[src/rtl/dma_pmp_mc.sv]
// Multi-channel DMA PMP gatekeeper: PMP-checks every source word, then every destination word, per channel.
// Latency: uncontended channel with length L shows done 2L+5 cycles after start; one shared check per cycle.
// Backpressure: channels queue on a round-robin arbiter; ungranted channels hold their word index and state.
//
// Ports: clk_i/rst_ni clock and async active-low reset; start_i/abort_i/done_i per-channel control;
// length_i/src_addr_i/dst_addr_i per-channel descriptors; status_o per channel {err,done,store_ok,load_ok,busy};
// pmp_addr_o/pmp_access_o/pmp_valid_o drive the shared PMP checker, pmp_allow_i is its same-cycle verdict.

package riscv;
    typedef enum logic [2:0] {
        ACCESS_NONE  = 3'b000,
        ACCESS_READ  = 3'b001,
        ACCESS_WRITE = 3'b010,
        ACCESS_EXEC  = 3'b100
    } pmp_access_t;
endpackage

module dma_pmp_mc #(
    parameter int unsigned NR_CHANNELS = 2,
    parameter int unsigned ADDR_WIDTH  = 64,
    parameter int unsigned LEN_WIDTH   = 16,
    parameter int unsigned STRIDE_LOG2 = 3
) (
    input  logic                                   clk_i,
    input  logic                                   rst_ni,
    input  logic [NR_CHANNELS-1:0]                 start_i,
    input  logic [NR_CHANNELS-1:0]                 abort_i,
    input  logic [NR_CHANNELS-1:0]                 done_i,
    input  logic [NR_CHANNELS-1:0][LEN_WIDTH-1:0]  length_i,
    input  logic [NR_CHANNELS-1:0][ADDR_WIDTH-1:0] src_addr_i,
    input  logic [NR_CHANNELS-1:0][ADDR_WIDTH-1:0] dst_addr_i,
    output logic [NR_CHANNELS-1:0][4:0]            status_o,
    output logic [ADDR_WIDTH-1:0]                  pmp_addr_o,
    output riscv::pmp_access_t                     pmp_access_o,
    output logic                                   pmp_valid_o,
    input  logic                                   pmp_allow_i
);

    localparam int unsigned PTR_W = (NR_CHANNELS > 1) ? $clog2(NR_CHANNELS) : 1;

    localparam logic [2:0] S_IDLE   = 3'd0;
    localparam logic [2:0] S_CHK_LD = 3'd1;
    localparam logic [2:0] S_LOAD   = 3'd2;
    localparam logic [2:0] S_CHK_ST = 3'd3;
    localparam logic [2:0] S_STORE  = 3'd4;
    localparam logic [2:0] S_DONE   = 3'd5;
    localparam logic [2:0] S_ABORT  = 3'd6;

    localparam int ST_BUSY     = 0;
    localparam int ST_LOAD_OK  = 1;
    localparam int ST_STORE_OK = 2;
    localparam int ST_DONE     = 3;
    localparam int ST_ERR      = 4;

    localparam logic [ADDR_WIDTH-1:0] ALIGN_MASK = {ADDR_WIDTH{1'b1}} << STRIDE_LOG2;

    typedef logic [ADDR_WIDTH:0] addr_ext_t;

    logic [2:0]            ch_state [NR_CHANNELS];
    logic [LEN_WIDTH:0]    ch_k     [NR_CHANNELS];
    logic [ADDR_WIDTH-1:0] ch_src   [NR_CHANNELS];
    logic [ADDR_WIDTH-1:0] ch_dst   [NR_CHANNELS];
    logic [NR_CHANNELS-1:0] req;

    logic [PTR_W-1:0] ptr_q;
    logic [PTR_W-1:0] gnt_idx;
    logic             gnt_vld;
    logic             gnt_ld;
    logic [ADDR_WIDTH-1:0] gnt_base;
    addr_ext_t        offset;
    addr_ext_t        sum;
    logic             check_ok;

    // Two passes: first the requesters at or above the pointer, then wrap to the bottom.
    always_comb begin
        gnt_vld = 1'b0;
        gnt_idx = '0;
        for (int unsigned i = 0; i < NR_CHANNELS; i++) begin
            if (!gnt_vld && req[i] && (i >= 32'(ptr_q))) begin
                gnt_vld = 1'b1;
                gnt_idx = PTR_W'(i);
            end
        end
        for (int unsigned i = 0; i < NR_CHANNELS; i++) begin
            if (!gnt_vld && req[i]) begin
                gnt_vld = 1'b1;
                gnt_idx = PTR_W'(i);
            end
        end
    end

    // A single adder serves the granted channel; its carry flags a range wrapping past the address space.
    assign gnt_ld   = (ch_state[gnt_idx] == S_CHK_LD);
    assign gnt_base = gnt_ld ? ch_src[gnt_idx] : ch_dst[gnt_idx];
    assign offset   = addr_ext_t'(ch_k[gnt_idx]) << STRIDE_LOG2;
    assign sum      = {1'b0, gnt_base} + offset;
    assign check_ok = pmp_allow_i && !sum[ADDR_WIDTH];

    assign pmp_valid_o  = gnt_vld;
    assign pmp_addr_o   = gnt_vld ? sum[ADDR_WIDTH-1:0] : '0;
    assign pmp_access_o = (gnt_vld && !gnt_ld) ? riscv::ACCESS_WRITE : riscv::ACCESS_READ;

    always_ff @(posedge clk_i or negedge rst_ni) begin
        if (!rst_ni) begin
            ptr_q <= '0;
        end else if (gnt_vld) begin
            ptr_q <= (gnt_idx == PTR_W'(NR_CHANNELS - 1)) ? '0 : gnt_idx + PTR_W'(1);
        end
    end

    for (genvar c = 0; c < NR_CHANNELS; c++) begin : g_ch
        logic [2:0]            state_q;
        logic [LEN_WIDTH:0]    k_q;
        logic [LEN_WIDTH-1:0]  len_q;
        logic [ADDR_WIDTH-1:0] src_q;
        logic [ADDR_WIDTH-1:0] dst_q;
        logic [4:0]            stat_q;
        logic                  granted;
        logic                  last_word;

        assign granted     = gnt_vld && (gnt_idx == PTR_W'(c));
        assign last_word   = (k_q == {1'b0, len_q});
        assign req[c]      = (state_q == S_CHK_LD) || (state_q == S_CHK_ST);
        assign ch_state[c] = state_q;
        assign ch_k[c]     = k_q;
        assign ch_src[c]   = src_q;
        assign ch_dst[c]   = dst_q;
        assign status_o[c] = stat_q;

        always_ff @(posedge clk_i or negedge rst_ni) begin
            if (!rst_ni) begin
                state_q <= S_IDLE;
                k_q     <= '0;
                len_q   <= '0;
                src_q   <= '0;
                dst_q   <= '0;
                stat_q  <= '0;
            end else if (abort_i[c] && (state_q != S_IDLE) && (state_q != S_ABORT)) begin
                // Abort wins over everything, including a check granted this cycle.
                state_q         <= S_ABORT;
                stat_q[ST_ERR]  <= 1'b1;
                stat_q[ST_BUSY] <= 1'b0;
            end else begin
                case (state_q)
                    S_IDLE: begin
                        if (start_i[c]) begin
                            len_q   <= length_i[c];
                            src_q   <= src_addr_i[c] & ALIGN_MASK;
                            dst_q   <= dst_addr_i[c] & ALIGN_MASK;
                            k_q     <= '0;
                            stat_q  <= 5'b00001;
                            state_q <= S_CHK_LD;
                        end
                    end
                    S_CHK_LD, S_CHK_ST: begin
                        if (granted) begin
                            if (!check_ok) begin
                                state_q         <= S_DONE;
                                stat_q[ST_ERR]  <= 1'b1;
                                stat_q[ST_DONE] <= 1'b1;
                                stat_q[ST_BUSY] <= 1'b0;
                            end else if (last_word) begin
                                if (state_q == S_CHK_LD) begin
                                    state_q            <= S_LOAD;
                                    stat_q[ST_LOAD_OK] <= 1'b1;
                                end else begin
                                    state_q             <= S_STORE;
                                    stat_q[ST_STORE_OK] <= 1'b1;
                                end
                            end else begin
                                k_q <= k_q + (LEN_WIDTH + 1)'(1);
                            end
                        end
                    end
                    S_LOAD: begin
                        k_q     <= '0;
                        state_q <= S_CHK_ST;
                    end
                    S_STORE: begin
                        state_q         <= S_DONE;
                        stat_q[ST_DONE] <= 1'b1;
                        stat_q[ST_BUSY] <= 1'b0;
                    end
                    S_DONE: begin
                        // Status is left in place so software can read it until the next start.
                        if (done_i[c]) state_q <= S_IDLE;
                    end
                    S_ABORT: begin
                        if (done_i[c]) begin
                            state_q         <= S_DONE;
                            stat_q[ST_DONE] <= 1'b1;
                        end
                    end
                    default: state_q <= S_IDLE;
                endcase
            end
        end
    end

endmodule
[config.mk]
export PLATFORM = sky130hd
export DESIGN_NAME = dma_pmp_mc
export DESIGN_NICKNAME = d
export VERILOG_FILES = /design/src/rtl/dma_pmp_mc.sv
export SDC_FILE = /design/constraint.sdc
export NUM_CORES = 1
export LEC_CHECK = 0
export CORE_UTILIZATION = 40
export CTS_BUF_LIST = sky130_fd_sc_hd__clkbuf_4 sky130_fd_sc_hd__clkbuf_8 sky130_fd_sc_hd__clkbuf_16
export CTS_CLUSTER_DIAMETER = 120
export CTS_CLUSTER_SIZE = 30
export DETAILED_ROUTE_END_ITERATION = 12
export PLACE_DENSITY = 0.78
export SETUP_SLACK_MARGIN = 0.2
export SYNTH_ARGS = -nofsm -noshare
export SYNTH_HDL_FRONTEND = slang
export SYNTH_SLANG_ARGS = --single-unit
export TNS_END_PERCENT = 20
[constraint.sdc]
create_clock -name clk_i -period 7.6 [get_ports clk_i]
set_input_delay 1.9 -clock clk_i [delete_from_list [all_inputs] [get_ports clk_i]]
set_output_delay 1.9 -clock clk_i [all_outputs]
set_load 0.005 [all_outputs]
# ---- Word level (Yosys, flattened, before mapping)
# Index checks and enable logic that the tools add are counted.
dict set report totals {
  ff_bits 327
  out_inout_bits 78
  elab_cells 208
}
dict set report classes {
  addsub 4
  order_cmp 2
  n_eq_ne 47
  mux 79
  n_bitwise 4
  n_reduce_logical 51
}
# operator n
set op_table {}
lappend op_table {{$mux 64} 8}
lappend op_table {{$mux 17} 11}
lappend op_table {{$pmux 17 s3} 2}
lappend op_table {{$add 64x20->65} 1}
lappend op_table {{$mux 3} 19}
lappend op_table {{$ne 2x2->1 const B} 18}
lappend op_table {{$ne 3x3->1 const B} 12}
lappend op_table {{$pmux 3 s6} 2}
lappend op_table {{$add 17x1->17 const B} 2}
lappend op_table {{$eq 17x16->1} 2}
lappend op_table {{$reduce_and 7->1} 4}
lappend op_table {{$reduce_and 6->1} 4}
lappend op_table {{$mux 5} 4}
lappend op_table {{$mux 1} 19}
lappend op_table {{$eq 3x3->1 const B} 6}
lappend op_table {{$reduce_bool 3->1} 6}
lappend op_table {{$reduce_and 4->1} 4}
lappend op_table {{$reduce_bool 4->1} 4}
lappend op_table {{$eq 3x2->1 const B} 4}
lappend op_table {{$logic_and 1x1->1} 12}
lappend op_table {{$mux 2} 6}
lappend op_table {{$reduce_and 5->1} 2}
lappend op_table {{$eq 3x1->1 const B} 3}
lappend op_table {{$ne 4x4->1 const B} 2}
lappend op_table {{other kinds (15)} 30}

# ---- Logic depth before layout (Yosys ltp)
# Gate-level depths: netlist of run 1.
dict set report logic_depth {
  word_depth 26
  depth_mapped 28
  depth_no_buf 19
}

# ---- Worst setup path after synthesis of run 1
# OpenSTA, ideal clock, no wires.
dict set report synth_path {
  path_kind {register -> output}
  startpoint {register g_ch[0].state_q[2]}
  endpoint {output pmp_addr_o[51]}
  t_arrival_ps 5457
  required_time_ps 5700
  setup_slack_ps 243
  path_stages_with_launch 28
  cell_sequence {dfrtp_1 clkbuf_1 inv_1 ha_1 buf_4 and2b_2 nor2_1 buf_6 buf_6 buf_2 buf_1 buf_1 clkbuf_1 nand2_1 nand2_1 ha_1 inv_1 fa_1 nor2b_1 o21a_1 o2111ai_1 a21oi_1 o211ai_1 a211oi_1 o211ai_1 nor4_1 xor2_1 nor2_1}
}
dict set report synth_between {
  elab_chain_len 21
}
# item line
set synth_lines {}
lappend synth_lines {{start, declared} 112} ;# logic [2:0] state_q;
lappend synth_lines {{start signal, assigned} 132} ;# state_q <= S_IDLE;
lappend synth_lines {{start signal, assigned} 140} ;# state_q <= S_ABORT;
lappend synth_lines {{start signal, assigned} 152} ;# state_q <= S_CHK_LD;
lappend synth_lines {{$eq 3x1->1 or $eq 3x2->1 (tied branches)} 123} ;# assign req[c] = (state_q == S_CHK_LD) || (state_q == S_CHK_ST);
lappend synth_lines {{$logic_or 1x1->1 (*)} 123}
lappend synth_lines {{named net req[0]} 63} ;# logic [NR_CHANNELS-1:0] req;
lappend synth_lines {{$logic_and 1x1->1} 79} ;# if (!gnt_vld && req[i] && (i >= 32'(ptr_q))) begin
lappend synth_lines {{$mux 1} 79}
lappend synth_lines {{$logic_not 1->1} 79}
lappend synth_lines {{$logic_and 1x1->1} 79}
lappend synth_lines {{$mux 1} 79}
lappend synth_lines {{[4 not listed]} --}
lappend synth_lines {{$logic_and 1x1->1} 85} ;# if (!gnt_vld && req[i]) begin
lappend synth_lines {{$mux 1} 85}
lappend synth_lines {{$not 1->2 (not written as such)} {93, 94, 95}}
lappend synth_lines {{$mux 3 (not written as such) (3 in a row)} 93} ;# assign gnt_ld = (ch_state[gnt_idx] == S_CHK_LD);
lappend synth_lines {{$eq 3x1->1} 93}
lappend synth_lines {{$mux 64} 94} ;# assign gnt_base = gnt_ld ? ch_src[gnt_idx] : ch_dst[gnt_idx];
lappend synth_lines {{$add 64x20->65} 96} ;# assign sum = {1'b0, gnt_base} + offset;
lappend synth_lines {{$mux 64 (*)} 100} ;# assign pmp_addr_o = gnt_vld ? sum[ADDR_WIDTH-1:0] : '0;
lappend synth_lines {{end, declared} 33} ;# output logic [ADDR_WIDTH-1:0] pmp_addr_o,
# The timed path passes the listed nets; every way through them passes the cells marked *. The select of a mux whose other input is x is not followed.

# ---- Worst setup path in the final report of run 1
dict set report layout_path {
  startpoint {register g_ch[0].state_q[0]}
  endpoint {output pmp_addr_o[51]}
}
dict set report layout_between {
  elab_chain_len 21
}
# item line
set layout_lines {}
lappend layout_lines {{$eq 3x1->1 or $eq 3x2->1 (tied branches)} 123}
lappend layout_lines {{$logic_or 1x1->1} 123}
lappend layout_lines {{$logic_and 1x1->1} 79}
lappend layout_lines {{$mux 1} 79}
lappend layout_lines {{$logic_not 1->1} 79}
lappend layout_lines {{$logic_and 1x1->1} 79}
lappend layout_lines {{$mux 1} 79}
lappend layout_lines {{$logic_not 1->1} 85}
lappend layout_lines {{[3 not listed]} --}
lappend layout_lines {{$logic_and 1x1->1} 85}
lappend layout_lines {{$mux 1} 85}
lappend layout_lines {{$not 1->2 (not written as such)} {93, 94, 95}}
lappend layout_lines {{$mux 3 (not written as such) (3 in a row)} 93}
lappend layout_lines {{$eq 3x1->1} 93}
lappend layout_lines {{$mux 64} 94}
lappend layout_lines {{$add 64x20->65} 96}
lappend layout_lines {{$mux 64 (*)} 100}
# Every way passes the cells marked *; elsewhere a longest branch is shown, timed or not. The select of a mux whose other input is x is not followed.

==> reports/metrics.cfg, run 1 <==
[synthesis]
synthArstFlopShare = 1.00
syn_avg_cell_area_um2 = 7.87
ys_seq_area_frac = 0.445
synth-seq-cells = 327
ys_warn_count = 0
synth_edf_count = 0
netlist_area_um2 = 18400
synthCells = 2335
synth.distinct_cells = 79
synth_ff_type = dfrtp_1

[timing]
fin_skew_ps = 25.4
max_freq_ghz = 0.137
tightest_slew_ps = 1240
hold_viol = 0
fin_crit_sh = 0.958
setup_viol_count_final = 0
max_slew_margin = 0.174
maxSlewViolCount = 0
rsz0062_at_grt = true
tns_ps = 0
fin_ws_ps = 322
post-route-min-period_ps = 7280

[grt]
grt_overflow_total = 0
grt_max_degree = 143
grt_first_pass_wirelength_mm = 94.7
grt_usage = 0.257
antenna_found_initial = 1
grt_pass1_vias = 17200

[floorplanning]
start_util = 0.405
dieArea_um2 = 46800
fp.dieH_um = 216
die_x_um = 216
placementRows = 78
io_pins = 375
core_um2 = 45400

[job]
maxCapViolCount = 0

[setup_path]
cp.arrival_ps = 5380
critical_path_peak_fanout = 15
critPathLaunch = g_ch[0].state_q[0]
rr_startpoint = g_ch[0].state_q[0]
path_class = flop to output port
end_kind = output port
start_kind = flop
required_ps = 5700

[placed_design]
port_buffers = 358
pre_cts_ws_ps = 594
dpl.hpwl_mm = 44.8
place_congestion = 0.914

[drt]
finalWirelength_mm = 61.4
drcViolationCount = 0
via_per_inst = 5.41
firstDrtPassIters = 5
wl_per_cell_um = 19.0
ant_nets = 0
vias = 17500
drtIter0Drc = 1433

[clocking]
worstSkewPairLatency_ps = 540
postCtsHoldBufs = 0
tritoncts = built
cts_root_buf = clkbuf_16
cts.clk_slew.worst_paths_ps = 130
cts_buffers = 14
cts.htree.levels = 1
clock-sinks = 327
clock_path_buffers = 3

[pwr]
vdd_drop_max_mv = 0.210
p_int_mw = 4.52
p_switching_mw = 3.58
clkPwrFrac = 0.114
pwr-share-comb = 0.522
seq_power_share = 0.363
power.leakage_nw = 10.8
swShare = 0.442
powerDensity_nw_per_um2 = 351

[run_status]
outcome = finished, final reports clean

[layout]
fin_util = 0.509
areaGrowthSynthToFinish_pct = 25.6
nets = 2945
layout-drive-gt1-share = 0.0537

[worst_hold_path]
hold_class = flop to flop
hp-start = g_ch[1].src_q[11]

## what timing repair did
item                       CTS  global route
setup endpoints to repair   19            24
buffers inserted             3            11
gates cloned                 1             0
pin swaps                    4             6
resized for setup            5            21
## flip-flops by register name, indices dropped and copies added, names as in the netlist
register and count:
g_ch.state_q 6, g_ch.len_q 32, g_ch.k_q 34, g_ch.dst_q 122, ptr_q 1, g_ch.stat_q 10
g_ch.src_q 122
## metrics by stage
stage                     instances  area, um2  power [mW]  hold slack, ps
after global placement         3194      22400        6.93             452
after global routing           3227      23100        8.67             501
after floorplan                2338      18400        5.49             438
after detailed placement       3194      22400        7.07             454
after CTS                      3215      22900        8.04             481
final                          3228      23100        8.10             479
## power groups by stage
stage	clock network [mW]	logic, mW	registers (mW)
4_1_cts	0.957	4.15	2.94
3_3_place_gp	0	3.99	2.94
3_5_place_dp	0	4.10	2.97
2_1_floorplan	0	2.70	2.79
5_1_grt	1.00	4.64	3.02
6_report	0.927	4.23	2.94
## cells in the final DEF (no fill, tap or decap), types with 5 or more instances in the layout
cell type / n
a211oi_1: 30
a21o_1: 17
a21oi_1: 70
a21oi_2: 6
a22oi_1: 10
a31o_2: 5
a31oi_1: 25
and2_1: 14
and3_1: 19
buf_4: 45
clkbuf_16: 15
clkdlybuf4s50_1: 357
dfrtp_1: 325
ha_1: 20
inv_1: 33
mux2_2: 13
mux2i_1: 57
nand2_1: 998
nand2b_1: 6
nand3_1: 42
nand4_1: 20
nor2_1: 120
nor2b_1: 27
nor3_1: 21
nor4_1: 16
o211ai_1: 7
o21a_1: 9
o21ai_0: 65
o21ai_2: 6
o221ai_1: 8
o31ai_1: 10
or2_2: 7
or3_1: 12
or4_1: 6
xnor2_1: 49
xor2_1: 43
## critical path, stage by stage, from the launching register on
cell and delay [ps]:
dfrtp_1 420, buf_6 180, or3b_4 450, mux2i_1 200, mux2i_1 200, inv_1 90, fa_1 450, nor2b_2 150
o21a_1 140, o2111ai_1 160, a21oi_2 230, o211ai_1 160, a211oi_1 270, buf_4 170, o211ai_1 210, buf_4 260
nor4_2 270, xor2_1 120, nor2_2 170, clkdlybuf4s50_1 530
## logic make-up (layout without fill, tap and decap cells)
kind of cell	count (synthesis)	in the layout	synth area share
fa+ha+maj	23	23	0.0161
flops	327	327	0.445
compound gates	306	306	0.111
other cells	1	6	0.000204
simple gates	1343	1344	0.303
mux	71	71	0.0398
buf+inv	172	459	0.0410
xor+xnor	92	92	0.0438
## final cells by class
cell class                 instances  area (um2)
timing repair buffer             407        3990
multi-input combinational       1840        9620
sequential                       327        8190
antenna                            2        5.00
fill                            4277       22300
tap                              600         751
clock buffer                      17         397
inverter                          35         131
## path summary, 6_finish.rpt
| check | endpoint | slack [ps] | cells after the start |
|---|---|---|---|
| setup reg to reg | g_ch[1].k_q[5] | 2660 | 16 |
| min in group asynchronous | g_ch[1].len_q[9] | 1380 | 1 |
| max in group asynchronous | g_ch[1].src_q[26] | 4600 | 2 |
| hold / removal | g_ch[1].src_q[11] | 480 | 2 |
| setup / recovery | pmp_addr_o[51] | 320 | 19 |
| hold reg to reg | g_ch[1].src_q[11] | 480 | 2 |
## per-layer routing
layer	part of all wire	global-route usage	wire, um	up-vias
met5	0	0	0	-
met4	0.038	0.0871	2310	0
met3	0.065	0.0319	3980	132
met2	0.47	0.426	28700	728
met1	0.43	0.346	26500	8363
li1	-	-	-	8233
## cell usage after synthesis (9+ instances only)
cell,n,area share
xor2_1,43,0.020
o21ai_0,65,0.018
a31oi_1,25,0.0085
nand4_1,20,0.0068
nor3_1,21,0.0057
and3_1,20,0.0068
and2_1,15,0.0051
a22oi_1,10,0.0041
nor2_1,125,0.026
clkbuf_1,96,0.020
a21o_1,17,0.0069
nand3_1,43,0.012
buf_2,14,0.0038
o31ai_1,10,0.0041
nor2b_1,29,0.0099
nand2_1,1000,0.20
xnor2_1,49,0.023
o21a_1,9,0.0037
dfrtp_1,327,0.45
mux2_2,13,0.0080
inv_1,34,0.0069
or3_1,12,0.0041
ha_1,22,0.015
buf_1,10,0.0020
mux2i_1,57,0.031
a21oi_1,72,0.020
a211oi_1,30,0.012
buf_4,11,0.0045
nor4_1,20,0.0068
(Power assumes the default switching activity.)
==> inputs of run 2 (changes only) <==
--- a/config.mk
+++ b/config.mk
@@ -5,6 +5,7 @@
 export SDC_FILE = /design/constraint.sdc
 export NUM_CORES = 1
 export LEC_CHECK = 0
+export CORE_MARGIN = 8
 export CORE_UTILIZATION = 40
 export CTS_BUF_LIST = sky130_fd_sc_hd__clkbuf_4 sky130_fd_sc_hd__clkbuf_8 sky130_fd_sc_hd__clkbuf_16
 export CTS_CLUSTER_DIAMETER = 120
==> reports/metrics.cfg, run 2 (same netlist as run 1, synthesis figures left out) <==
[layout]
layout-drive-gt1-share = 0.0501  ; was 0.0537
final_cell_mix = nand2_1 (998), clkdlybuf4s50_1 (357), dfrtp_1 (324)  ; was nand2_1 (998), clkdlybuf4s50_1 (357), dfrtp_1 (325)
nFillCells = 4213  ; was 4277
largestRegisters = g_ch.dst_q x122, g_ch.src_q x122, g_ch.k_q x34  ; unchanged
areaGrowthSynthToFinish_pct = 25.0  ; was 25.6%
diodes = 0  ; was 2
nets = 2933  ; was 2945
design_area_um2 = 23000  ; was 23100 um2
final_common_cell = nand2_1  ; unchanged

[timing]
tns_ps = 0  ; unchanged
post-route-min-period_ps = 7190  ; was 7280 ps
fin_skew_ps = 30.4  ; was 25.4 ps
setup_viol_count_final = 0  ; unchanged
fin_crit_sh = 0.946  ; was 0.958
max_freq_ghz = 0.139  ; was 0.137 GHz
maxSlewViolCount = 0  ; unchanged
max_slew_margin = 0.166  ; was 0.174
tightest_slew_ps = 1250  ; was 1240 ps
rsz0062_at_grt = false  ; was true
hold_viol = 0  ; unchanged
whs_ps = 484  ; was 479 ps

[floorplanning]
core_um2 = 45400  ; unchanged
die_x_um = 230  ; was 216 um
start_util = 0.405  ; unchanged
dieArea_um2 = 53100  ; was 46800 um2
io_pins = 375  ; unchanged
fp.dieH_um = 230  ; was 216 um
placementRows = 78  ; unchanged

[clocking]
clock_path_buffers = 3  ; unchanged
tritoncts = built  ; unchanged
worstSkewPairLatency_ps = 540  ; about the same
cts_buffers = 14  ; unchanged
cts.clk_slew.worst_paths_ps = 120  ; was 130 ps
postCtsHoldBufs = 0  ; unchanged
cts_root_buf = clkbuf_16  ; unchanged
clock-sinks = 327  ; unchanged
cts.htree.levels = 1  ; unchanged

[grt]
grt_max_degree = 144  ; was 143
grt_overflow_total = 0  ; unchanged
grt_first_pass_wirelength_mm = 98.8  ; was 94.7 mm
antenna_found_initial = 0  ; was 1
grt_pass1_vias = 17400  ; was 17200
grt_usage = 0.232  ; was 0.257

[setup_path]
rr_worst_depth = 18  ; was 16
slowest_delay_ps = 550  ; was 530 ps
r2r_end = g_ch[1].k_q[8]  ; was g_ch[1].k_q[5]
crit_slowest_cell = clkdlybuf4s50_1  ; unchanged
cp.arrival_ps = 5290  ; was 5380 ps
critical_path_peak_fanout = 15  ; unchanged
end_kind = output port  ; unchanged
rrSetupSlack_ps = 2430  ; was 2660 ps
start_kind = flop  ; unchanged
required_ps = 5700  ; about the same
path_cells = buf_4 > nor3b_4 > nand2_1 > a31oi_1 > ha_1 > inv_1 > fa_1 > nor2b_1 > o21a_1 > o2111ai_1 > a21oi_2 > o211ai_1 > a211oi_2 > o211ai_1 > buf_4 > nor4_1 > xnor2_1 > nor2_1 > clkdlybuf4s50_1  ; was buf_6 > or3b_4 > mux2i_1 > mux2i_1 > inv_1 > fa_1 > nor2b_2 > o21a_1 > o2111ai_1 > a21oi_2 > o211ai_1 > a211oi_1 > buf_4 > o211ai_1 > buf_4 > nor4_2 > xor2_1 > nor2_2 > clkdlybuf4s50_1
rr_startpoint = g_ch[0].state_q[2]  ; was g_ch[0].state_q[0]
path_class = flop to output port  ; unchanged

[drt]
finalWirelength_mm = 64.3  ; was 61.4 mm
firstDrtPassIters = 6  ; was 5
drtIter0Drc = 1566  ; was 1433
via_per_inst = 5.42  ; was 5.41
vias = 17400  ; was 17500
ant_nets = 0  ; unchanged
drcViolationCount = 0  ; unchanged
wl_per_cell_um = 20.0  ; was 19.0 um

[worst_hold_path]
hold_class = flop to flop  ; unchanged
min_to = g_ch[1].src_q[36]  ; was g_ch[1].src_q[11]
hp-start = g_ch[1].src_q[36]  ; was g_ch[1].src_q[11]
worstHoldPathCells = 2  ; unchanged

[placed_design]
port_buffers = 358  ; unchanged
dpl.hpwl_mm = 47.7  ; was 44.8 mm
placed_area_um2 = 22400  ; about the same
place_congestion = 0.928  ; was 0.914

[pwr]
power.leakage_nw = 10.8  ; about the same
power_mw = 8.07  ; was 8.10 mW
powerDensity_nw_per_um2 = 351  ; about the same
vdd_drop_max_mv = 0.191  ; was 0.210 mV

[job]
maxCapViolCount = 0  ; unchanged

[run_status]
outcome = finished, final reports clean  ; unchanged

[run 2: cell types whose count changed in the layout (fill, tap and decap cells not counted), moves of 2 or more]
cell | previous run | this run
diode_2 | 2 | 0
o21ai_1 | 3 | 5
o21ai_0 | 65 | 63
buf_4 | 45 | 33
[run 2: layout make-up]
cell class                      count  area, um2  share of cell area
Timing Repair Buffer              396       3910               0.170
Inverter                           35        135             0.00588
Tap cell                          600        751              0.0327
Clock inverter                      1       5.00            0.000218
Clock buffer                       16        383              0.0167
Sequential cell                   327       8190               0.356
Multi-Input combinational cell   1839       9610               0.418
[run 2: repair_timing]
| item | in CTS | in global routing |
|---|---|---|
| resized for setup | 7 | 21 |
| endpoints found under the setup margin | 29 | 29 |
| pin swaps | 2 | 3 |
| setup buffers | 4 | 2 |
[run 2: worst max path at each step]
stage / to / slack, ps / depth (start not counted) / startpoint
after global placement: pmp_addr_o[63] / 250 / 21 / g_ch[0].state_q[2]
final: pmp_addr_o[55] / 410 / 19 / g_ch[0].state_q[0]
after floorplan: pmp_addr_o[51] / 240 / 27 / g_ch[0].state_q[2]
after global routing: pmp_addr_o[43] / 200 / 20 / g_ch[0].state_q[0]
after CTS: pmp_addr_o[56] / 160 / 19 / g_ch[0].state_q[2]
after detailed placement: pmp_addr_o[63] / 210 / 21 / g_ch[0].state_q[2]
[run 2: worst max-delay path, delay by kind of cell, from the launching register on]
family	cells	cell delay [ps]
simple gates	5	1180
compound gates	7	1450
fa+ha+maj	2	580
xor+xnor	1	120
buf+inv	4	1040
flops	1	410
[run 2: routing by layer]
layer | track usage | vias up | part of all wire | wire length, um
met5 | 0 | - | 0 | 0
met4 | 0.0736 | 0 | 0.030 | 1950
met3 | 0.0408 | 111 | 0.074 | 4740
met2 | 0.387 | 709 | 0.48 | 30700
met1 | 0.304 | 8371 | 0.42 | 26900
li1 | - | 8216 | - | -
[run 2: per-stage QoR]
stage | cells | utilization | worst slack, ps
6_report | 3214 | 0.506 | 408
5_1_grt | 3214 | 0.506 | 199
4_1_cts | 3212 | 0.504 | 165
3_5_place_dp | 3191 | 0.494 | 209
3_3_place_gp | 3191 | 0.494 | 249
2_1_floorplan | 2338 | - | 243
[run 2: power breakdown]
group          switching (mW)  total, mW  internal (mW)
Clock                   0.565      0.930          0.366
Sequential              0.529       2.97           2.44
Combinational            2.49       4.17           1.68
Total                    3.58       8.07           4.49
